[src/rtl/uart_frame_rx_if.sv]
// Handshake bundle between a framed-message receiver and its byte source / frame consumer.
// master = producer/consumer side, slave = the decoder itself.
interface uart_frame_rx_if #(
  parameter int LEN_W = 5
);
  logic [7:0]       rx_data;
  logic             rx_valid;
  logic             frm_valid;
  logic [LEN_W-1:0] frm_len;
  logic             frm_ack;
  logic [LEN_W-1:0] rd_idx;
  logic [7:0]       rd_data;
  logic             frm_err;
  logic             busy;

  modport master (
    output rx_data, rx_valid, frm_ack, rd_idx,
    input  frm_valid, frm_len, rd_data, frm_err, busy
  );

  modport slave (
    input  rx_data, rx_valid, frm_ack, rd_idx,
    output frm_valid, frm_len, rd_data, frm_err, busy
  );
endinterface

[src/rtl/uart_frame_rx.sv]
// STX..ETX framed-message decoder: buffers the payload and holds it for indexed reads until acknowledged.
// Optional trailing XOR checksum byte enabled by defining UART_FRAME_RX_CKSUM_EN.
module uart_frame_rx #(
  parameter int         MAX_LEN = 16,
  parameter int         LEN_W   = 5,
  parameter logic [7:0] STX_CHR = 8'h02,
  parameter logic [7:0] ETX_CHR = 8'h03
) (
  input  logic            i_clk,
  input  logic            i_rst,
  uart_frame_rx_if.slave  bus
);

  localparam int DEPTH = 1 << LEN_W;

  typedef enum logic [1:0] {
    S_IDLE,
    S_COLLECT,
    S_DONE
  } state_t;

  state_t           r_state;
  logic [LEN_W-1:0] r_len;
  logic             r_frm_valid;
  logic [LEN_W-1:0] r_frm_len;
  logic             r_frm_err;
  logic             r_busy;
  logic [7:0]       r_rd_data;
  logic [7:0]       r_buf [DEPTH];
`ifdef UART_FRAME_RX_CKSUM_EN
  logic [7:0]       r_xor;
`endif

  logic w_is_stx;
  logic w_is_etx;
  logic w_room;
  logic w_wr_en;

  assign w_is_stx = bus.rx_valid && (bus.rx_data == STX_CHR);
  assign w_is_etx = bus.rx_valid && (bus.rx_data == ETX_CHR);
  assign w_room   = r_len < LEN_W'(MAX_LEN);
  assign w_wr_en  = (r_state == S_COLLECT) && bus.rx_valid && !w_is_stx && !w_is_etx && w_room;

  always_ff @(posedge i_clk) begin
    if (i_rst) begin
      r_state     <= S_IDLE;
      r_len       <= '0;
      r_frm_valid <= 1'b0;
      r_frm_len   <= '0;
      r_frm_err   <= 1'b0;
      r_busy      <= 1'b0;
`ifdef UART_FRAME_RX_CKSUM_EN
      r_xor       <= 8'h00;
`endif
    end else begin
      r_frm_err <= 1'b0;
      case (r_state)
        S_IDLE: begin
          if (w_is_stx) begin
            r_state <= S_COLLECT;
            r_len   <= '0;
            r_busy  <= 1'b1;
`ifdef UART_FRAME_RX_CKSUM_EN
            r_xor   <= 8'h00;
`endif
          end
        end
        S_COLLECT: begin
          if (w_is_stx) begin
            r_len <= '0;
`ifdef UART_FRAME_RX_CKSUM_EN
            r_xor <= 8'h00;
`endif
          end else if (w_is_etx) begin
`ifdef UART_FRAME_RX_CKSUM_EN
            // XOR over payload plus checksum byte is zero exactly when the checksum matches.
            if ((r_len == '0) || (r_xor != 8'h00)) begin
              r_frm_err <= 1'b1;
              r_state   <= S_IDLE;
              r_busy    <= 1'b0;
            end else begin
              r_state     <= S_DONE;
              r_frm_valid <= 1'b1;
              r_frm_len   <= r_len - LEN_W'(1);
            end
`else
            r_state     <= S_DONE;
            r_frm_valid <= 1'b1;
            r_frm_len   <= r_len;
`endif
          end else if (bus.rx_valid) begin
            if (w_room) begin
              r_len <= r_len + LEN_W'(1);
`ifdef UART_FRAME_RX_CKSUM_EN
              r_xor <= r_xor ^ bus.rx_data;
`endif
            end else begin
              r_frm_err <= 1'b1;
              r_state   <= S_IDLE;
              r_busy    <= 1'b0;
            end
          end
        end
        S_DONE: begin
          if (bus.frm_ack) begin
            r_state     <= S_IDLE;
            r_frm_valid <= 1'b0;
            r_busy      <= 1'b0;
          end
        end
        default: begin
          r_state <= S_IDLE;
          r_busy  <= 1'b0;
        end
      endcase
    end
  end

  // Payload storage keeps its contents across reset; only the read port is cleared.
  always_ff @(posedge i_clk) begin
    if (w_wr_en) begin
      r_buf[r_len] <= bus.rx_data;
    end
  end

  always_ff @(posedge i_clk) begin
    if (i_rst) begin
      r_rd_data <= 8'h00;
    end else begin
      r_rd_data <= (r_frm_valid && (bus.rd_idx < r_frm_len)) ? r_buf[bus.rd_idx] : 8'h00;
    end
  end

  assign bus.frm_valid = r_frm_valid;
  assign bus.frm_len   = r_frm_len;
  assign bus.frm_err   = r_frm_err;
  assign bus.busy      = r_busy;
  assign bus.rd_data   = r_rd_data;

endmodule

[src/flat_wrapper.sv]
// flat-port wrapper written by rule: the top's interface ports become plain ports
module uart_frame_rx_flat 
#(
  parameter int         MAX_LEN = 16,
  parameter int         LEN_W   = 5,
  parameter logic [7:0] STX_CHR = 8'h02,
  parameter logic [7:0] ETX_CHR = 8'h03
)
  (i_clk, i_rst, bus_rx_data, bus_rx_valid, bus_frm_ack, bus_rd_idx, bus_frm_valid, bus_frm_len, bus_rd_data, bus_frm_err, bus_busy);
  uart_frame_rx_if #(.LEN_W(LEN_W)) bus_i ();
  input  logic i_clk;
  input  logic i_rst;
  input wire logic [$bits(bus_i.rx_data)-1:0] bus_rx_data;
  input wire logic [$bits(bus_i.rx_valid)-1:0] bus_rx_valid;
  input wire logic [$bits(bus_i.frm_ack)-1:0] bus_frm_ack;
  input wire logic [$bits(bus_i.rd_idx)-1:0] bus_rd_idx;
  output wire logic [$bits(bus_i.frm_valid)-1:0] bus_frm_valid;
  output wire logic [$bits(bus_i.frm_len)-1:0] bus_frm_len;
  output wire logic [$bits(bus_i.rd_data)-1:0] bus_rd_data;
  output wire logic [$bits(bus_i.frm_err)-1:0] bus_frm_err;
  output wire logic [$bits(bus_i.busy)-1:0] bus_busy;
  assign bus_i.rx_data = bus_rx_data;
  assign bus_i.rx_valid = bus_rx_valid;
  assign bus_i.frm_ack = bus_frm_ack;
  assign bus_i.rd_idx = bus_rd_idx;
  assign bus_frm_valid = bus_i.frm_valid;
  assign bus_frm_len = bus_i.frm_len;
  assign bus_rd_data = bus_i.rd_data;
  assign bus_frm_err = bus_i.frm_err;
  assign bus_busy = bus_i.busy;
  uart_frame_rx #(.MAX_LEN(MAX_LEN), .LEN_W(LEN_W), .STX_CHR(STX_CHR), .ETX_CHR(ETX_CHR)) u_core (.i_clk(i_clk), .i_rst(i_rst), .bus(bus_i));
endmodule
[config.mk]
export PLATFORM = sky130hd
export DESIGN_NAME = uart_frame_rx_flat
export DESIGN_NICKNAME = d
export VERILOG_FILES = /design/src/rtl/uart_frame_rx_if.sv /design/src/rtl/uart_frame_rx.sv /design/src/flat_wrapper.sv
export SDC_FILE = /design/constraint.sdc
export NUM_CORES = 1
export LEC_CHECK = 0
export ABC_AREA = 0
export ABC_CLOCK_PERIOD_IN_PS = 3600
export CAP_MARGIN = 20
export CORE_UTILIZATION = 53
export DETAILED_ROUTE_END_ITERATION = 8
export GPL_TIMING_DRIVEN = 0
export PLACE_DENSITY = 0.7
export SLEW_MARGIN = 20
export SYNTH_ARGS = -nofsm -noshare
export SYNTH_HDL_FRONTEND = slang
export SYNTH_SLANG_ARGS = --single-unit
[constraint.sdc]
create_clock -name i_clk -period 3.6 [get_ports i_clk]
set_input_delay 0.54 -clock i_clk [delete_from_list [all_inputs] [get_ports i_clk]]
set_output_delay 0.54 -clock i_clk [all_outputs]
set_load 0.01 [all_outputs]
# Word-level counts from Yosys, hierarchy flattened

Memory sizes are Yosys's and may differ from the RTL's. A register that Yosys moved wholly into a read port is not among the register bits.
Cells that the tools add are included.

Input bits: 17
Register bits: 15
RAM bits: 256
Memories: 1
Output and inout port bits: 16

Equality and inequality tests: 16
Reductions and logical operators: 19
Bitwise operators: 4
Add/sub/neg operators: 1
Order comparisons: 2
Multiplexer cells: 26

Memory list:

| name         | depth | width | rd ports | clocked after Yosys merged registers in | write ports | RTL line            | text |
|---|---|---|---|---|---|---|---|
| u_core.r_buf | 32    | 8     | 1        | 1                                       | 1           | uart_frame_rx.sv:29 | `logic [7:0] r_buf [DEPTH];` |

Operator list:

| kind                                                                     | number |
|---|---|
| 5-bit 2-to-1 mux                                                         | 5 |
| 8-bit by 2-bit equality test with 1-bit output (second input constant)   | 2 |
| 2-bit 2-to-1 mux                                                         | 6 |
| 3-bit by 2-bit inequality test with 1-bit output (second input constant) | 4 |
| 1-bit 2-to-1 mux                                                         | 11 |
| 2-bit inequality test (second input constant)                            | 5 |
| 5-bit one-hot mux with 2 select lines                                    | 1 |
| 5-bit AND reduction                                                      | 2 |
| 1-bit logical AND                                                        | 7 |
| 2-bit one-hot mux with 3 select lines                                    | 1 |
| 6-bit AND reduction                                                      | 1 |
| 5-bit by 1-bit adder with 5-bit output (second input constant)           | 1 |
| 5-bit < comparator                                                       | 1 |
| 5-bit < comparator (second input constant)                               | 1 |
| 5-bit OR reduction                                                       | 1 |
| 2-bit by 1-bit inequality test with 1-bit output (second input constant) | 2 |
| 1-bit NOT                                                                | 4 |
| 4-bit AND reduction                                                      | 1 |
| 2-bit nonzero test                                                       | 2 |
| 3-bit by 1-bit inequality test with 1-bit output (second input constant) | 1 |
| 1-bit one-hot mux with 3 select lines                                    | 1 |
| 3-bit AND reduction                                                      | 1 |
| 2-bit by 1-bit equality test with 1-bit output (second input constant)   | 1 |
| 2-bit equality test (second input constant)                              | 1 |
| other kinds (4)                                                          | 5 |

# Longest topological paths before layout

Depth after elaboration: 8
Depth in mapped cells: 8
Depth with buffers taken out: 7

# Worst setup path after synthesis

No wires, ideal clock.

Path type: input to register
Start point: in bus_rx_valid
End point: mem u_core.r_buf[3][0] (enable)
Data arrival time: 1.979 ns
Slack: 1.238 ns
Library setup time: 0.383 ns
Stages on the path: 4
Cells stage by stage: clkbuf_1 > o211ai_1 > or3_1 > nor3_1

Longest elaborated chain between the ends: 7
Elaborated cells on any way between the ends: 10

Ends and longest elaborated chain:

| element                                  | RTL line             | text |
|---|---|---|
| from (decl)                              | flat_wrapper.sv:14   | `input wire logic [$bits(bus_i.rx_valid)-1:0] bus_rx_valid;` |
| 1-bit logical AND                        | uart_frame_rx.sv:39  | `assign w_is_stx = bus.rx_valid && (bus.rx_data == STX_CHR);` |
| 1-bit zero test                          | uart_frame_rx.sv:42  | `assign w_wr_en = (r_state == S_COLLECT) && bus.rx_valid && !w_is_stx && !w_is_etx && w_room;` |
| 1-bit logical AND                        | uart_frame_rx.sv:42  |  |
| 1-bit logical AND * (2 in a row)         | uart_frame_rx.sv:42  |  |
| 1-bit 2-to-1 mux *                       | uart_frame_rx.sv:121 | `if (w_wr_en) begin` |
| 1-bit 2-to-1 mux (not written as such) * | uart_frame_rx.sv:122 | `r_buf[r_len] <= bus.rx_data;` |
| to (decl)                                | uart_frame_rx.sv:29  |  |

Every way passes the cells marked *; elsewhere a longest branch is shown, timed or not.

# Worst setup path after layout

Start point: in bus_rx_data[5]
End point: mem u_core.r_buf[7][4] (enable)

Longest elaborated chain between the ends: 8
Elaborated cells on any way between the ends: 11

Ends and longest elaborated chain:

| element                                        | RTL line             | text |
|---|---|---|
| from (decl)                                    | flat_wrapper.sv:13   | `input wire logic [$bits(bus_i.rx_data)-1:0] bus_rx_data;` |
| 8-bit by 2-bit equality test with 1-bit output | uart_frame_rx.sv:39  |  |
| 1-bit logical AND                              | uart_frame_rx.sv:39  |  |
| 1-bit zero test                                | uart_frame_rx.sv:42  |  |
| 1-bit logical AND                              | uart_frame_rx.sv:42  |  |
| 1-bit logical AND * (2 in a row)               | uart_frame_rx.sv:42  |  |
| 1-bit 2-to-1 mux *                             | uart_frame_rx.sv:121 |  |
| 1-bit 2-to-1 mux (not written as such) *       | uart_frame_rx.sv:122 |  |

Marked as above.

==> run summary <==
syn_area_per_cell - 17.8 sq um
pwr dens - 513 nW/um^2
buffers and inverters on the worst path - 2
post-synthesis sequential area ratio - 72.3%
vias per cell - 5.56
Num CTS Buffers - 28
maximum vdd drop - 0.000409 V
crit-path leading delay family - simple AND/OR/NAND/NOR gates
Worst path slowest cell - clkdlybuf4s50_1
max-cap violations - 0
Synth async-reset ratio - 0%
Starting Density - 54.8%
PortBufs - 29
Setup crit end kind - register
Slew HR - 34.0%
largest net degree at the start of global routing - 40
R2R cell count - 4
top cells by count, synth - edfxtp_1, mux2i_1, nor2_1
clock root cell - clkbuf_16
final slew viol count - 0
Ports - 33
top fanout value on the critical path - 18
Die Y - 148 microns
area share of the largest cell type after synthesis - 68.2%
DIE WIDTH - 148 microns
number of nets still failing antenna checks after routing - 0
Tmin final - 3.18 ns
Hold Vio Cnt, Final - 0
clk_skew - 0.00907 ns
first-pass GRT wire length - 35.6 mm
vias in the first global route - 6329
area of the core - 20600 sq um
DIE AREA - 21800 sq um
Clock Sinks - 279
final critical-path share of the clock period - 88.3%
Final setup viols - 0
PostCTS Resize Cnt - 0
Clk Latency, worst-skew pair - 0.53 ns
via count - 6180
Mapped Area - 11300 sq um
WL met3 - 1.35 mm
leak pwr - 0.00470 uW
routed length per instance - 20.4 microns
layout cell share with drive strength beyond 1 - 12.5%
setup bufs post-CTS - 0
H-tree depth - 1
outcome - finished clean
ANT cells - 0
RSZ-0062 raised after global routing - false
WL met2 - 11.3 mm
Slew @ Worst Pin - 0.983 ns
met1 WL - 9.40 mm
GRT Resource Usage Total - 21.9%
Filler Cells Inserted - 1495
site row count - 52
distinct cell type count after synthesis - 56
Critical Path Max Stage Delay - 0.90 ns
CP Class - in2reg
TritonRoute pass-1 iters - 4
CTS Buffer Depth - 3
Hold Crit Depth - 2
fmax - 0.314 GHz
drt drc - 0
required time worst endpoint - 3.75 ns
starting DRC count in detailed routing - 408
nets - 845
area leader, netlist - edfxtp_1
hold buffers post-CTS - 0
CP Cell Sequence - clkdlybuf4s50_1 -> buf_8 -> or4_4 -> o211ai_1 -> or3_1 -> nor2_1
worst min path class - in2reg
Multi-input gate area - 3370 sq um
WP depth - 6
Area Growth Syn to Fin - 17.4%
Post-synth EDFFs - 256
Mapped Cells - 633
RD Place Congestion - 0.876
Yosys reg bits - 279
Top Layer Used - met4
final WL - 22.7 mm
total congestion overflow - 0
Final Util - 64.3%
crit start category - input pin
FF+latch area - 8150 sq um
TritonCTS clock tree - built
Clock transition at path regs - 0.06 ns
Worst EP arrival - 3.33 ns
ys flop type - edfxtp_1
initial antenna violation count - 0
synthesis warning total - 0
dpl hpwl - 14.6 mm
final hold slack - 0.446 ns
top-count cell post-synth - edfxtp_1
Fin Setup TNS - 0 ns
ranking of synthesized cells by area - edfxtp_1, mux2i_1, dfxtp_1, mux4_2, mux4_1
[kinds of logic (layout without fill, tap and decap cells)]
family | Yosys count | in the layout | synth area share [%]
other cells | 1 | 128 | 0.0333
fa+ha+maj | 8 | 8 | 0.889
compound gates | 89 | 89 | 6.78
simple gates | 114 | 114 | 5.55
buf+inv | 43 | 124 | 2.15
mux | 99 | 99 | 12.3
flops | 279 | 279 | 72.3
[stage by stage]
step	worst slack, ns	total power (uW)	area (sq um)	cells
global placement	-0.723	4140	12400	1059
global route	0.165	7010	13200	1111
finish	0.420	6780	13200	1111
detailed placement	-0.403	4160	12400	1060
floorplan	1.24	4000	11700	760
CTS	0.145	6840	13300	1111
[worst register-to-register path: cells and delay by family, from the launching register on]
kind / cells / cell delay [ns]
AND/OR/NAND/NOR: 3 / 1.47
flip-flops: 1 / 0.37
AO/OA/AOI/OAI: 1 / 0.27
[sequential cells by signal (all words and copies together), names as in the netlist]
signal,cells
u_core.r_state,2
u_core.bus.frm_valid,1
u_core.bus.rd_data,8
u_core.r_len,5
u_core.bus.frm_err,1
u_core.bus.busy,1
u_core.bus.frm_len,5
u_core.r_buf,256
[final cells by class]
cell class / instances / area share, %
Sequential cell: 279 / 61.6
Multi-Input combinational cell: 438 / 25.5
Clock buffer: 44 / 5.99
Tap cell: 270 / 2.56
Timing Repair Buffer: 30 / 2.04
Buffer: 34 / 1.58
Clock inverter: 7 / 0.445
Inverter: 9 / 0.256
[final timing paths]
path,from,to,slack [ns]
setup / recovery,bus_rx_data[5],u_core.r_buf[7][4],0.42
hold / removal,i_rst,u_core.r_len[2],0.45
setup reg to reg,u_core.r_state[0],u_core.r_buf[7][4],1.10
hold reg to reg,u_core.bus.frm_len[4],u_core.bus.frm_len[4],0.54
[power breakdown]
| group | leakage (uW) | internal, uW | switching [uW] |
|---|---|---|---|
| logic | 0.00170 | 153 | 238 |
| clock network | 0.000410 | 1570 | 1120 |
| registers | 0.00259 | 3670 | 30.3 |
[layer usage]
| metal | track usage, % | up-vias |
|---|---|---|
| met3 | 3.52 | 48 |
| met4 | 7.11 | 0 |
| met2 | 36.8 | 218 |
| met5 | 0 | - |
| li1 | - | 2812 |
| met1 | 29.3 | 3102 |
[placed cells by master (no fill, tap or decap), types with 4 or more instances in the layout]
cell,Yosys,final
ha_1,8,8
nor2b_1,26,26
buf_6,5,5
dfxtp_1,23,23
buf_2,10,17
o21ai_0,5,5
inv_1,9,9
a221oi_1,8,8
clkbuf_1,12,26
mux2i_1,69,69
buf_4,5,5
nand2b_1,6,6
o22ai_1,7,7
a2111oi_0,8,8
clkbuf_16,0,29
a31oi_1,4,4
edfxtp_1,256,256
nand3_1,6,6
a21oi_1,8,8
a221oi_2,8,8
nand2_1,14,14
nor2_1,31,31
nor4_1,6,6
mux4_2,18,18
conb_1,1,128
clkinv_1,0,4
nor3_2,0,4
nor3_1,8,4
a22o_1,14,14
mux4_1,10,10
nor3b_1,4,4
a211oi_1,10,10
clkdlybuf4s50_1,0,22
No activity file was read; power rests on OpenSTA's default activity.
